**src/rtl/nibble_serial_adder_ctrl_if.sv**
```systemverilog
// Bundle between a wide-add requester, the nibble-serial sequencer and the
// external 4-bit ripple adder.
//   start/op_a/op_b/cin      : request and operands (requester -> sequencer)
//   busy/done/sum/cout/ovf   : status and result     (sequencer -> requester)
//   add_a/add_b/add_c0       : adder operand drive   (sequencer -> adder)
//   add_s/add_c4             : adder result          (adder -> sequencer)
// The slave modport is the sequencer. The master modport is its environment.
interface nibble_serial_adder_ctrl_if #(
    parameter int unsigned NIBBLES = 4
);
    localparam int unsigned W = 4 * NIBBLES;

    logic         start;
    logic [W-1:0] op_a;
    logic [W-1:0] op_b;
    logic         cin;
    logic         busy;
    logic         done;
    logic [W-1:0] sum;
    logic         cout;
    logic         ovf;
    logic [3:0]   add_a;
    logic [3:0]   add_b;
    logic         add_c0;
    logic [3:0]   add_s;
    logic         add_c4;

    modport slave (
        input  start, op_a, op_b, cin, add_s, add_c4,
        output busy, done, sum, cout, ovf, add_a, add_b, add_c0
    );

    modport master (
        output start, op_a, op_b, cin, add_s, add_c4,
        input  busy, done, sum, cout, ovf, add_a, add_b, add_c0
    );
endinterface

```
**src/rtl/nibble_serial_adder_ctrl.sv**
```systemverilog
// Nibble-serial wide adder sequencer. It streams one nibble of each operand
// per clock through an external combinational 4-bit adder, and chains the
// carry between nibbles. It assembles the W-bit sum and reports it with a
// start/done handshake.
//   clk  : system clock, rising edge
//   rst  : asynchronous active-high reset
//   bus  : slave side of nibble_serial_adder_ctrl_if (request, result, adder)
module nibble_serial_adder_ctrl #(
    parameter int unsigned NIBBLES = 4
) (
    input  logic                         clk,
    input  logic                         rst,
    nibble_serial_adder_ctrl_if.slave    bus
);
    localparam int unsigned W  = 4 * NIBBLES;
    localparam int unsigned WW = W - 4;
    localparam int unsigned IW = (NIBBLES > 2) ? $clog2(NIBBLES) : 1;

    typedef enum logic [1:0] {IDLE, RUN, DONE} state_t;

    state_t        state;
    logic [IW-1:0] idx;
    logic [WW-1:0] a_sh;       // nibbles still to be issued for A, the next nibble is in the low 4 bits
    logic [WW-1:0] b_sh;
    logic          a_msb;      // operand sign bits, used for the overflow check
    logic          b_msb;
    logic [WW-1:0] work;       // lower result nibbles, shifted in from the top
    logic [W-1:0]  sum_q;
    logic          cout_q;
    logic          ovf_q;
    logic          busy_q;
    logic          done_q;
    logic [3:0]    add_a_q;
    logic [3:0]    add_b_q;
    logic          add_c0_q;   // also serves as the inter-nibble carry register

    logic last_c;
    assign last_c = (idx == IW'(NIBBLES - 1));

    // Sequencer. The adder drives are registered one nibble ahead, so the
    // adder always sees the slice for the current index.
    always_ff @(posedge clk or posedge rst) begin
        if (rst) begin
            state    <= IDLE;
            idx      <= '0;
            a_sh     <= '0;
            b_sh     <= '0;
            a_msb    <= 1'b0;
            b_msb    <= 1'b0;
            work     <= '0;
            sum_q    <= '0;
            cout_q   <= 1'b0;
            ovf_q    <= 1'b0;
            busy_q   <= 1'b0;
            done_q   <= 1'b0;
            add_a_q  <= '0;
            add_b_q  <= '0;
            add_c0_q <= 1'b0;
        end else begin
            done_q <= 1'b0;
            case (state)
                IDLE: begin
                    if (bus.start) begin
                        a_sh     <= bus.op_a[W-1:4];
                        b_sh     <= bus.op_b[W-1:4];
                        a_msb    <= bus.op_a[W-1];
                        b_msb    <= bus.op_b[W-1];
                        add_a_q  <= bus.op_a[3:0];
                        add_b_q  <= bus.op_b[3:0];
                        add_c0_q <= bus.cin;
                        idx      <= '0;
                        busy_q   <= 1'b1;
                        state    <= RUN;
                    end
                end
                RUN: begin
                    if (last_c) begin
                        sum_q    <= {bus.add_s, work};
                        cout_q   <= bus.add_c4;
                        ovf_q    <= (a_msb == b_msb) && (bus.add_s[3] != a_msb);
                        add_a_q  <= '0;
                        add_b_q  <= '0;
                        add_c0_q <= 1'b0;
                        done_q   <= 1'b1;
                        state    <= DONE;
                    end else begin
                        work     <= WW'({bus.add_s, work} >> 4);
                        add_a_q  <= a_sh[3:0];
                        add_b_q  <= b_sh[3:0];
                        a_sh     <= WW'(a_sh >> 4);
                        b_sh     <= WW'(b_sh >> 4);
                        add_c0_q <= bus.add_c4;
                        idx      <= idx + IW'(1);
                    end
                end
                DONE: begin
                    busy_q <= 1'b0;
                    state  <= IDLE;
                end
                default: begin
                    state <= IDLE;
                end
            endcase
        end
    end

    assign bus.busy   = busy_q;
    assign bus.done   = done_q;
    assign bus.sum    = sum_q;
    assign bus.cout   = cout_q;
    assign bus.ovf    = ovf_q;
    assign bus.add_a  = add_a_q;
    assign bus.add_b  = add_b_q;
    assign bus.add_c0 = add_c0_q;
endmodule

```
**src/flat_wrapper.sv**
```systemverilog
// flat-port wrapper written by rule: the top's interface ports become plain ports
module nibble_serial_adder_ctrl_flat 
#(
    parameter int unsigned NIBBLES = 4
)
  (clk, rst, bus_start, bus_op_a, bus_op_b, bus_cin, bus_add_s, bus_add_c4, bus_busy, bus_done, bus_sum, bus_cout, bus_ovf, bus_add_a, bus_add_b, bus_add_c0);
  nibble_serial_adder_ctrl_if #(.NIBBLES(NIBBLES)) bus_i ();
  input  logic clk;
  input  logic rst;
  input wire logic [$bits(bus_i.start)-1:0] bus_start;
  input wire logic [$bits(bus_i.op_a)-1:0] bus_op_a;
  input wire logic [$bits(bus_i.op_b)-1:0] bus_op_b;
  input wire logic [$bits(bus_i.cin)-1:0] bus_cin;
  input wire logic [$bits(bus_i.add_s)-1:0] bus_add_s;
  input wire logic [$bits(bus_i.add_c4)-1:0] bus_add_c4;
  output wire logic [$bits(bus_i.busy)-1:0] bus_busy;
  output wire logic [$bits(bus_i.done)-1:0] bus_done;
  output wire logic [$bits(bus_i.sum)-1:0] bus_sum;
  output wire logic [$bits(bus_i.cout)-1:0] bus_cout;
  output wire logic [$bits(bus_i.ovf)-1:0] bus_ovf;
  output wire logic [$bits(bus_i.add_a)-1:0] bus_add_a;
  output wire logic [$bits(bus_i.add_b)-1:0] bus_add_b;
  output wire logic [$bits(bus_i.add_c0)-1:0] bus_add_c0;
  assign bus_i.start = bus_start;
  assign bus_i.op_a = bus_op_a;
  assign bus_i.op_b = bus_op_b;
  assign bus_i.cin = bus_cin;
  assign bus_i.add_s = bus_add_s;
  assign bus_i.add_c4 = bus_add_c4;
  assign bus_busy = bus_i.busy;
  assign bus_done = bus_i.done;
  assign bus_sum = bus_i.sum;
  assign bus_cout = bus_i.cout;
  assign bus_ovf = bus_i.ovf;
  assign bus_add_a = bus_i.add_a;
  assign bus_add_b = bus_i.add_b;
  assign bus_add_c0 = bus_i.add_c0;
  nibble_serial_adder_ctrl #(.NIBBLES(NIBBLES)) u_core (.clk(clk), .rst(rst), .bus(bus_i));
endmodule
```
**config.mk**
```make
export PLATFORM = sky130hd
export DESIGN_NAME = nibble_serial_adder_ctrl_flat
export DESIGN_NICKNAME = d
export VERILOG_FILES = /design/src/rtl/nibble_serial_adder_ctrl_if.sv /design/src/rtl/nibble_serial_adder_ctrl.sv /design/src/flat_wrapper.sv
export SDC_FILE = /design/constraint.sdc
export NUM_CORES = 1
export LEC_CHECK = 0
export BUFFER_PORTS_ARGS = -buffer_cell sky130_fd_sc_hd__clkbuf_2
export CAP_MARGIN = 15
export CORE_ASPECT_RATIO = 1.25
export CORE_MARGIN = 4
export CORE_UTILIZATION = 50
export CTS_BUF_LIST = sky130_fd_sc_hd__clkbuf_8
export DETAILED_ROUTE_END_ITERATION = 7
export PLACE_DENSITY = 0.78
export SLEW_MARGIN = 20
export SYNTH_ARGS = -nofsm -noshare
export SYNTH_HDL_FRONTEND = slang
export SYNTH_SLANG_ARGS = --single-unit
```
**constraint.sdc**
```tcl
create_clock -name clk -period 1.9 [get_ports clk]
set_input_delay 0.19 -clock clk [delete_from_list [all_inputs] [get_ports clk]]
set_output_delay 0.19 -clock clk [all_outputs]
set_load 0.05 [all_outputs]
```
; Yosys cells after proc, flatten, opt, wreduce, memory -nomap -nowiden
; Cells that the tools add are included.
[classes]
n_bitwise = 1
n_reduce_logical = 11
n_eq_ne = 8
n_mux = 25
addsub = 1
[op_table]
columns = operator, count
row1 = $mux W12, 4
row2 = $pmux W12 S2, 2
row3 = $mux W4, 4
row4 = $pmux W4 S2, 2
row5 = $reduce_and A2 Y1, 6
row6 = $mux W2, 4
row7 = $pmux W2 S2, 2
row8 = $mux W1, 5
row9 = $eq A2 B2 Y1 const B, 2
row10 = $ne A2 B2 Y1 const B, 2
row11 = $pmux W1 S2, 2
row12 = $reduce_bool A2 Y1, 2
row13 = $reduce_and A3 Y1, 1
row14 = $add A2 B1 Y2 const B, 1
row15 = $eq A2 B1 Y1 const B, 1
row16 = $logic_not A2 Y1, 1
row17 = $ne A2 B1 Y1 const B, 1
row18 = $eq A1 B1 Y1, 1
row19 = $logic_and A1 B1 Y1, 1
row20 = $ne A1 B1 Y1, 1
row21 = $not A1 Y1, 1
[word_totals]
reg_bits = 71
out_inout_bits = 29
in_bits = 41
word_cells = 61

; Depth between registers and ports, before layout
; Gate-level depths: netlist of run 1.
[depth]
ltp_word = 3
ltp_mapped = 7

; Least setup slack after synthesis of run 1
; No wires, ideal clock.
[synth_timing]
path_type = reg2reg
from = register u_core.idx[0]
to = register u_core.a_sh[0]
path_stages_with_launch = 8
setup_time_ps = 125
path_slack_ps = 198
arrival_ps = 1577
period_less_slack_ps = 1702
path_buffers = 2
cell_sequence = dfrtp_1 > ha_1 > nand2b_1 > a21o_1 > buf_6 > inv_4 > buf_6 > mux2_4
[synth_via]
elab_chain_cells = 3
[synth_rtl]
columns = element, line_no
row1 = start: declaration, nibble_serial_adder_ctrl.sv:22  ; logic [IW-1:0] idx;
row2 = start signal: assignment, nibble_serial_adder_ctrl.sv:93  ; idx <= idx + IW'(1);
row3 = $eq A2 B2 Y1, nibble_serial_adder_ctrl.sv:38  ; assign last_c = (idx == IW'(NIBBLES - 1));
row4 = $ne A2 B2 Y1 (no line), --
row5 = $reduce_and A3 Y1 (no line), --
row6 = end signal: assignment, nibble_serial_adder_ctrl.sv:64  ; a_sh <= bus.op_a[W-1:4];
row7 = end signal: assignment, nibble_serial_adder_ctrl.sv:90  ; a_sh <= WW'(a_sh >> 4);
row8 = end: declaration, nibble_serial_adder_ctrl.sv:23  ; logic [WW-1:0] a_sh;
; No other way between the ends.
; A chain may end at the register's enable or synchronous reset.

; Worst setup path after layout of run 1
[layout_timing]
from = register u_core.idx[0]
to = register u_core.b_sh[0]
[layout_via]
elab_chain_cells = 3
[layout_rtl]
columns = element, line_no
row1 = $eq A2 B2 Y1, nibble_serial_adder_ctrl.sv:38
row2 = $ne A2 B2 Y1 (no line), --
row3 = $reduce_and A3 Y1 (no line), --
row4 = end signal: assignment, nibble_serial_adder_ctrl.sv:65  ; b_sh <= bus.op_b[W-1:4];
row5 = end signal: assignment, nibble_serial_adder_ctrl.sv:91  ; b_sh <= WW'(b_sh >> 4);
row6 = end: declaration, nibble_serial_adder_ctrl.sv:24  ; logic [WW-1:0] b_sh;
; No other way between the ends.

==> qor.txt, run 1 <==
Status: finished, final reports clean
Gr usage total: 17.7%
Worst-path clk slew: 80 ps
Hold Fails Final Rpt: 0
DRT iter0 DRCs: 167
Crit Path Class: flip-flop to flip-flop
Highest Clock Rate: 582 MHz
Total Routed Length: 5.99 mm
Reg2Reg Setup Slack: 180 ps
Yosys Warn Count: 0
Post-synthesis adder-cell area fraction: 0.407%
Worst setup endpoint: u_core.b_sh[0]$_DFFE_PP0P_
Worst r2r path cells: 5
# rows: 31
Worst reg2reg path endpoint: u_core.b_sh[0]$_DFFE_PP0P_
Largest net degree at the start of global routing: 72
Skew-Pair Late Insertion Delay: 340 ps
Fin. max-slew vios: 0
Fin Setup TNS: 0 ps
Average size of a mapped cell: 14.3 um2
Area leader, netlist: dfrtp_1
Post-synthesis simple-gate area fraction: 4.44%
Vias in the first global route: 2035
Root Buffer: clkbuf_8
Input/output buffers: 69
Largest fanout on the critical path: 18
Die W: 78.1 um
Nets@finish: 335
Number of max-cap violations: 0
H-Tree Depth: 3
Largest family of logic cells by synthesized area: multiplexers
Critical Path Start: u_core.idx[0]$_DFFE_PP0P_
Die Ht: 95.6 um
Clock tree sinks: 71
Worst Hold Depth: 2
First-pass GRT wire length: 9.97 mm
Initial antenna violation count: 0
Synth Area in Compound Gates: 7.33%
Drt wl/cell: 15.8 um
Routability Congestion: 0.746
RSZ-0062 raised after global routing: no
Detailed placement HPWL: 4.06 mm
Cell area after synthesis: 3070 um2
IO Pins: 70
PwrDens: 2000 nW/um2
Slew headroom: 74.3%
Vias per cell: 5.09
Fillers: 484
Crit end category: flip-flop
Final worst path period share: 90.4%
Syn Inst Count: 215
Synth Flop Type: dfrtp_1
Iteration count of the initial detailed-routing pass: 4
Area grow syn2layout: 20.6%
CTS max path bufs: 2
Most common cell in the netlist: dfrtp_1
Worst Path Arrival: 1940 ps
Post-route ant nets: 0
Drt drc: 0
Sequential element share of the synthesized area: 57.8%
Synth cell types: 26
Post-route minimum period: 1720 ps
Total CTS buffers: 9
Setup Skew: 10.3 ps
Synth top area share: 57.8%
Vias: 1931
Launching element type of the critical path: flip-flop
Synth top area cells: dfrtp_1 (58%), mux2_2 (20%), mux2_4 (3.9%)
Diode count: 0
Die area: 7470 um2
Share of layout cells above drive strength 1: 53.9%
Overall power: 7.40 mW
Worst Path Required: 2120 ps
Reg2Reg Launch Point: u_core.idx[0]$_DFFE_PP0P_
Core ar.: 5900 um2
Net Count, Synth: 257
Total global routing overflow: 0
Yosys reg bits: 71
Slew @ Worst Pin: 385 ps
VDD IR max: 0.00118 V
Final setup vio count: 0
Post-synth EDFFs: 0
Post-synthesis xor/xnor area fraction: 0%
Post-synthesis mux area share: 26.4%
TritonCTS clock tree: yes
Hold crit path type: input pin to flip-flop
Starting Density: 52.1%
Commonest cells in the netlist: dfrtp_1 (71), mux2_2 (55), nor2b_1 (12), o21ai_0 (10), a22oi_1 (9)
Share of flip-flops with an asynchronous set or reset: 100%
Leak Pwr: 1.82 nW
worst max-delay path, stage by stage, from the launching register on:
cell and delay (ps):
dfrtp_1 390, ha_1 240, nand2b_1 150, a21o_1 210, inv_4 230, mux2_2 380
sequential cells by signal (all words and copies together) (netlist names):
name               cells
u_core.bus.sum        16
u_core.work           12
u_core.a_msb           1
u_core.bus.busy        1
u_core.bus.ovf         1
u_core.state           2
u_core.a_sh           12
u_core.bus.add_b       4
u_core.bus.add_a       4
u_core.bus.done        1
u_core.b_sh           12
u_core.idx             2
u_core.bus.cout        1
u_core.b_msb           1
u_core.bus.add_c0      1
routing by layer:
layer | wire (um) | up-vias | part of all wire [%] | track usage (%)
met5 | 0 | - | 0 | 0
met4 | 73 | 0 | 1.2 | 6.41
met3 | 342 | 7 | 5.7 | 6.05
met2 | 3060 | 51 | 51 | 28.9
met1 | 2510 | 956 | 42 | 21.9
li1 | - | 917 | - | -
cells by family (layout without fill, tap and decap cells):
| group | Yosys count | in the layout |
|---|---|---|
| AOI/OAI and AO/OA | 34 | 34 |
| muxes | 70 | 70 |
| DFF | 71 | 71 |
| buffers and inverters | 18 | 100 |
| and+or+nand+nor | 21 | 21 |
| adders and majority gates | 1 | 1 |
per-stage QoR:
step	utilization (%)	hold slack (ps)	setup WS [ps]	std cells	area, um2
detailed placement	59.9	319	193	363	3530
global placement	59.9	311	249	363	3530
global route	62.8	45.1	91.5	379	3700
finish	62.8	61.3	182	379	3700
CTS	62.8	43.4	173	379	3700
floorplan	-	323	198	215	3080
cells in the final DEF, fill, tap and decap left out, types with 2 or more instances in the layout:
master / n
mux2i_1: 6
clkbuf_2: 69
buf_4: 7
mux2_4: 8
nor2b_1: 12
clkinvlp_4: 2
buf_12: 2
dfrtp_1: 71
o21ai_0: 10
mux2_2: 55
a22o_1: 8
a21oi_1: 6
clkinv_2: 3
clkbuf_8: 10
nand2_1: 2
a22oi_1: 9
inv_1: 5
area by class of cell:
class	count	area (um2)	share of cell area, %
sequential	71	1780	48.0
timing repair buffer	79	448	12.1
tap	82	103	2.77
clock buffer	10	138	3.71
clock inverter	5	26.3	0.709
multi-input combinational	126	1180	32.0
inverter	6	28.8	0.777
how the worst min path moves through the flow:
stage	from	endpoint
global placement	rst	u_core.bus.sum[11]$_DFFE_PP0P_
detailed placement	rst	u_core.bus.sum[11]$_DFFE_PP0P_
global route	bus_op_b[14]	u_core.b_sh[10]$_DFFE_PP0P_
finish	bus_op_b[13]	u_core.b_sh[9]$_DFFE_PP0P_
floorplan	bus_op_a[14]	u_core.a_sh[10]$_DFFE_PP0P_
CTS	bus_op_b[13]	u_core.b_sh[9]$_DFFE_PP0P_
power breakdown:
part / switching (mW) / internal, mW
combinational: 2.07 / 1.59
clock: 0.534 / 0.490
sequential: 0.456 / 2.26
what timing repair did:
action                    4_1_cts  5_1_grt
hold buffers                    1        0
gates resized for setup         0        0
setup buffers                   0        0
hold endpoints to repair       71        0
Note: power is estimated with default switching activity, not from simulation.
==> inputs of run 2 (changes only) <==
--- a/config.mk
+++ b/config.mk
@@ -12,7 +12,7 @@
 export CORE_UTILIZATION = 50
 export CTS_BUF_LIST = sky130_fd_sc_hd__clkbuf_8
 export DETAILED_ROUTE_END_ITERATION = 7
-export PLACE_DENSITY = 0.78
+export PLACE_DENSITY = 0.86
 export SLEW_MARGIN = 20
 export SYNTH_ARGS = -nofsm -noshare
 export SYNTH_HDL_FRONTEND = slang
==> qor.txt, run 2 (synthesis results as in run 1) <==
Status: finished, final reports clean
Hold_sp: bus_op_b[13]
Total CTS buffers: 9 (unchanged)
Initial antenna violation count: 0 (unchanged)
Seq. cell area: 1780 um2 (unchanged)
Switch Pwr: 3.09 mW (+0.79%)
Slew headroom: 75.2% (+0.92 points)
Internal power: 4.71 mW (+8.7%)
DRT iter0 DRCs: 131 (-22%)
Skew-Pair Late Insertion Delay: 340 ps (about the same)
VDD IR max: 0.00125 V (+6.2%)
TritonCTS clock tree: yes
Sequential Power Share: 34.7% (-2.0 points)
Most frequent cells in the layout: dfrtp_1 (71), clkbuf_2 (69), mux2_2 (55)
WHS: 64.4 ps (+3.13 ps)
Die W: 78.1 um (unchanged)
Crit path cell chain: ha_1 > nand2b_1 > a21o_1 > inv_4 > mux2_2
Fin. max-slew vios: 0 (unchanged)
Iteration count of the initial detailed-routing pass: 4 (unchanged)
Setup Skew: 8.63 ps (-1.62 ps)
Post-route minimum period: 1720 ps (-2.07 ps)
Crit path buf inv count: 1 (unchanged)
Fillers: 486 (+0.41%)
Worst Path Arrival: 1930 ps (about the same)
Largest fanout on the critical path: 18 (unchanged)
Hold crit path type: input pin to flip-flop
RSZ-0062 raised after global routing: no
Clock group share of total power: 18.1% (+4.3 points)
Most common cell after layout, fill and taps aside: dfrtp_1
Diode count: 0 (unchanged)
Launching element type of the critical path: flip-flop
Core ar.: 5900 um2 (unchanged)
Area grow syn2layout: 23.3%
Drt wl/cell: 15.8 um (-0.19%)
Vias in the first global route: 2111 (+3.7%)
Crit end category: flip-flop
Max reg flops: 16 (unchanged)
Share of layout cells above drive strength 1: 53.8% (about the same)
Die area: 7470 um2 (unchanged)
Input/output buffers: 69 (unchanged)
First-pass GRT wire length: 10.0 mm (+0.55%)
Drt drc: 0 (unchanged)
Gr usage total: 17.3% (-0.35 points)
Worst Hold Depth: 2 (unchanged)
Routability Congestion: 0.754 (+1.1%)
Nets@finish: 336 (+0.30%)
Power share of the combinational group: 47.2% (-2.3 points)
Worst-path clk slew: 80 ps (about the same)
Starting Density: 52.1% (unchanged)
CTS max path bufs: 2 (unchanged)
Highest Clock Rate: 583 MHz (+0.12%)
Worst r2r path cells: 5 (unchanged)
Largest net degree at the start of global routing: 72 (unchanged)
# rows: 31 (unchanged)
Stages on the worst setup path: 5 (unchanged)
CP top delay family: flip-flops
Reg2Reg Launch Point: u_core.idx[0]$_DFFE_PP0P_
Post-route ant nets: 0 (unchanged)
IO Pins: 70 (unchanged)
Worst Path Required: 2110 ps (about the same)
Slew @ Worst Pin: 371 ps (-13.7 ps)
Hold Fails Final Rpt: 0 (unchanged)
PwrDens: 2060 nW/um2 (+3.1%)
Total global routing overflow: 0 (unchanged)
Vias: 1977 (+2.4%)
Critical Path Start: u_core.idx[0]$_DFFE_PP0P_
Fin Setup TNS: 0 ps (unchanged)
Final setup vio count: 0 (unchanged)
Die Ht: 95.6 um (unchanged)
Detailed placement HPWL: 4.15 mm (+2.2%)
Leak Pwr: 1.86 nW (+2.1%)
Number of max-cap violations: 0 (unchanged)
Switch share: 39.6% (-1.8 points)
Worst path slowest cell: dfrtp_1
Biggest cell delay along the critical path: 390 ps (about the same)
Crit Path Class: flip-flop to flip-flop
Total Routed Length: 6.01 mm (+0.33%)
Clock tree sinks: 71 (unchanged)
Post-CTS Resized: 0 (unchanged)
Multi-input logic area: 1180 um2 (unchanged)
Vias per cell: 5.19 (+1.8%)
Root Buffer: clkbuf_8
Final worst path period share: 90.3% (-0.11 points)
H-Tree Depth: 3 (unchanged)
==> run 2: cell types whose count changed in the layout (fill, tap and decap cells not counted), sizes merged <==
cell,before,now
bufinv,0,3
clkinv,3,1
buf,9,10
clkbuf,79,78
inv,6,7
==> run 2: power groups by stage <==
| stage | sequential (mW) | combinational [mW] | clock (mW) |
|---|---|---|---|
| after floorplan | 3.62 | 2.01 | 0 |
| after detailed placement | 2.74 | 3.71 | 0 |
| after global placement | 2.70 | 3.62 | 0 |
| final | 2.71 | 3.68 | 1.41 |
| after global routing | 2.80 | 3.97 | 1.51 |
| after CTS | 2.71 | 3.73 | 1.45 |
==> run 2: layout make-up <==
class / instances / area share [%]
Clock inverter: 7 / 3.01
Timing Repair Buffer: 80 / 12.0
Clock buffer: 9 / 3.27
Inverter: 6 / 0.760
Tap cell: 82 / 2.71
Multi-Input combinational cell: 126 / 31.3
Sequential cell: 71 / 46.9
==> run 2: path summary, 6_finish.rpt <==
check | endpoint | slack [ps]
max reg2reg | u_core.a_sh[2]$_DFFE_PP0P_ | 180
min in group asynchronous | u_core.bus.sum[7]$_DFFE_PP0P_ | 490
max in group asynchronous | u_core.a_sh[2]$_DFFE_PP0P_ | 1110
min reg2reg | u_core.bus.ovf$_DFFE_PP0P_ | 510
min | u_core.b_sh[9]$_DFFE_PP0P_ | 60
max | u_core.a_sh[2]$_DFFE_PP0P_ | 180
==> run 2: repair_timing <==
| action | 4_1_cts | 5_1_grt |
|---|---|---|
| setup buffers | 0 | 0 |
| hold buffers | 1 | 0 |
| hold endpoints to repair | 71 | 0 |
==> run 2: worst register-to-register path, stage by stage (launching register included) <==
cell      delay (ps)
dfrtp_1          390
ha_1             240
nand2b_1         150
a21o_1           220
inv_4            220
mux2_2           380
==> run 2: routing by layer <==
metal,GRT usage [%],part of all wire [%],vias to the layer above
met2,30.0,50,50
li1,-,-,929
met3,4.44,4.5,8
met5,0,0,-
met4,6.12,1.2,0
met1,21.1,44,990
==> run 2: through the flow <==
stage	std cells	power (mW)	area, um2	setup WS [ps]	utilization (%)
2_1_floorplan	215	5.63	3080	198	-
3_3_place_gp	364	6.32	3540	256	60.0
3_5_place_dp	364	6.45	3540	198	60.0
4_1_cts	381	7.90	3790	185	64.2
5_1_grt	381	8.28	3790	90.6	64.2
6_report	381	7.80	3790	184	64.2
==> inputs of run 3 (changes only) <==
--- a/config.mk
+++ b/config.mk
@@ -5,6 +5,7 @@
 export SDC_FILE = /design/constraint.sdc
 export NUM_CORES = 1
 export LEC_CHECK = 0
+export ABC_AREA = 1
 export BUFFER_PORTS_ARGS = -buffer_cell sky130_fd_sc_hd__clkbuf_2
 export CAP_MARGIN = 15
 export CORE_ASPECT_RATIO = 1.25
==> qor.txt, run 3 <==
Drt wl/cell: 11.7 um (-26%)
Starting Density: 52.7% (+0.61 points)
PwrDens: 1900 nW/um2 (-7.7%)
Hold Fails Final Rpt: 0 (unchanged)
Iteration count of the initial detailed-routing pass: 4 (unchanged)
Worst-path clk slew: 70 ps (about the same)
Share of layout cells above drive strength 1: 21.6% (-32 points)
Switch Pwr: 3.42 mW (+11%)
Most common cell in the netlist: nand2_1
Crit Path Class: flip-flop to flip-flop
Synth cell types: 20 (-23%)
Leak Pwr: 2.14 nW (+15%)
Biggest cell delay along the critical path: 440 ps (+50 ps)
First-pass GRT wire length: 10.8 mm (+7.9%)
Hold crit path type: input pin to flip-flop
Worst path slowest cell: dfrtp_1
Syn Inst Count: 387 (+80%)
Slew @ Worst Pin: 520 ps (+149 ps)
# rows: 31 (unchanged)
Input/output buffers: 69 (unchanged)
Synth top area cells: dfrtp_1 (57%), nand2_1 (23%), nand3_1 (4.3%)
Synth Flop Type: dfrtp_1
Commonest cells in the netlist: nand2_1 (192), dfrtp_1 (71), nand3_1 (27), inv_1 (25), o21ai_0 (25)
Crit path buf inv count: 2 (+1)
Crit end category: flip-flop
Largest net degree at the start of global routing: 72 (unchanged)
Clock group share of total power: 14.7% (-3.4 points)
CP top delay family: simple AND/OR/NAND/NOR gates
Post-synth EDFFs: 0 (unchanged)
Setup Skew: 3.35 ps (-5.28 ps)
DP Cell Count: 527 (+45%)
Vias per cell: 4.76 (-8.3%)
Nets@finish: 499 (+49%)
Internal power: 3.65 mW (-23%)
Sequential element share of the synthesized area: 56.8% (-1.0 points)
Sequential Power Share: 36.5% (+1.8 points)
Core ar.: 5930 um2 (+0.66%)
Skew-Pair Late Insertion Delay: 330 ps (about the same)
Critical Path Start: u_core.state[0]$_DFFE_PP0P_
Hold_sp: bus_op_b[12]
Power share of the combinational group: 48.8% (+1.6 points)
Routability Congestion: 0.784 (+4.0%)
Area grow syn2layout: 18.8%
Multi-input logic area: 1150 um2 (-3.1%)
Vias in the first global route: 2493 (+18%)
Worst Path Required: 2120 ps (about the same)
Synth top area share: 56.8% (-1.0 points)
Initial antenna violation count: 0 (unchanged)
Number of max-cap violations: 0 (unchanged)
Total Routed Length: 6.34 mm (+5.6%)
Status: finished, final reports clean
Post-CTS Resized: 0 (unchanged)
Final setup vio count: 0 (unchanged)
Area leader, netlist: dfrtp_1
Diode count: 0 (unchanged)
Drt drc: 0 (unchanged)
Die area: 7590 um2 (+1.7%)
Switch share: 48.3% (+8.8 points)
Die W: 78.7 um (+0.82%)
Root Buffer: clkbuf_8
IO Pins: 70 (unchanged)
Highest Clock Rate: 601 MHz (+3.2%)
Most common cell after layout, fill and taps aside: nand2_1
H-Tree Depth: 3 (unchanged)
Yosys reg bits: 71 (unchanged)
Fin Setup TNS: 0 ps (unchanged)
TritonCTS clock tree: yes
Share of flip-flops with an asynchronous set or reset: 100% (unchanged)
Yosys Warn Count: 0 (unchanged)
Seq. cell area: 1780 um2 (unchanged)
Max reg flops: 16 (unchanged)
RSZ-0062 raised after global routing: no
Most frequent cells in the layout: nand2_1 (192), dfrtp_1 (71), clkbuf_2 (69)
Reg2Reg Launch Point: u_core.state[0]$_DFFE_PP0P_
Net Count, Synth: 429 (+67%)
Cell area after synthesis: 3130 um2 (+1.8%)
Die Ht: 96.4 um (+0.84%)
CTS max path bufs: 2 (unchanged)
Postcts setup bufs: 0 (unchanged)
Launching element type of the critical path: flip-flop
Slew headroom: 65.3% (-10 points)
Final cell count without fillers: 541 (+42%)
Fin. max-slew vios: 0 (unchanged)
Post-route minimum period: 1660 ps (-53.2 ps)
Gr usage total: 18.3% (+0.98 points)
DRT iter0 DRCs: 138 (+5.3%)
Worst Path Arrival: 1880 ps (-50 ps)
Post-route ant nets: 0 (unchanged)
Fillers: 549 (+13%)
Clock tree sinks: 71 (unchanged)
Total global routing overflow: 0 (unchanged)
Final worst path period share: 87.5% (-2.8 points)
Total CTS buffers: 9 (unchanged)
Vias: 2573 (+30%)
Average size of a mapped cell: 8.08 um2 (-43%)
VDD IR max: 0.000823 V (-34%)
Detailed placement HPWL: 4.34 mm (+4.6%)
Crit path cell chain: inv_2 > nand3_2 > buf_4 > nand3_1 > nand2_1
Largest fanout on the critical path: 23 (+5)
run 3: layout make-up:
class / count / area share, %
Inverter: 29 / 3.03
Clock inverter: 1 / 0.135
Multi-Input combinational cell: 271 / 30.9
Clock buffer: 12 / 4.44
Timing Repair Buffer: 75 / 10.9
Tap cell: 82 / 2.76
Sequential cell: 71 / 47.8
run 3: tightest hold or removal path, delay by kind of cell:
kind | cells | cell delay (ps)
and+or+nand+nor | 2 | 90
buffers and inverters | 1 | 70
run 3: layer usage:
layer | wire (um) | vias to the layer above | global-route usage, %
met5 | 0 | - | 0
met3 | 371 | 7 | 4.73
met4 | 102 | 0 | 7.00
li1 | - | 1328 | -
met1 | 2640 | 1174 | 21.5
met2 | 3230 | 64 | 32.4
run 3: through the flow:
step | total power, mW | setup slack, ps | hold WS, ps | area [um2] | utilization (%)
after CTS | 7.14 | 252 | 44.2 | 3720 | 62.6
after global placement | 5.94 | 330 | 305 | 3540 | 59.6
after floorplan | 5.35 | 601 | 307 | 3130 | -
after detailed placement | 6.05 | 304 | 309 | 3540 | 59.6
after global routing | 7.65 | 72.8 | 45.7 | 3720 | 62.6
final | 7.07 | 237 | 54.6 | 3720 | 62.6
run 3: kinds of logic (layout without fill, tap and decap cells):
logic type	after synthesis	in the layout	share of synthesized area, %
flops	71	71	56.8
fa+ha+maj	1	1	0.400
simple gates	238	238	31.1
compound gates	32	32	5.24
buf+inv	45	117	6.48
run 3: timing repair:
action | 4_1_cts | 5_1_grt
endpoints found under the hold margin | 71 | 0
hold buffers | 1 | 0
setup endpoints to repair | 0 | 0
run 3: path summary, 6_finish.rpt:
path                            slack [ps]  depth (start not counted)                         endpoint
worst max-delay path                   240                          5       u_core.a_sh[5]$_DFFE_PP0P_
worst min-delay path                    50                          3       u_core.b_sh[8]$_DFFE_PP0P_
worst max register to register         240                          5       u_core.a_sh[5]$_DFFE_PP0P_
worst min register to register         480                          2  u_core.bus.add_b[2]$_DFFE_PP0P_
max in group asynchronous             1130                          4       u_core.b_sh[6]$_DFFE_PP0P_
min in group asynchronous              500                          4    u_core.bus.sum[2]$_DFFE_PP0P_
run 3: power groups by stage:
| stage | Sequential [mW] | Combinational [mW] | Clock, mW |
|---|---|---|---|
| after global placement | 2.56 | 3.38 | 0 |
| after global routing | 2.66 | 3.87 | 1.13 |
| after floorplan | 3.51 | 1.84 | 0 |
| final | 2.58 | 3.45 | 1.04 |
| after detailed placement | 2.60 | 3.45 | 0 |
| after CTS | 2.58 | 3.49 | 1.07 |
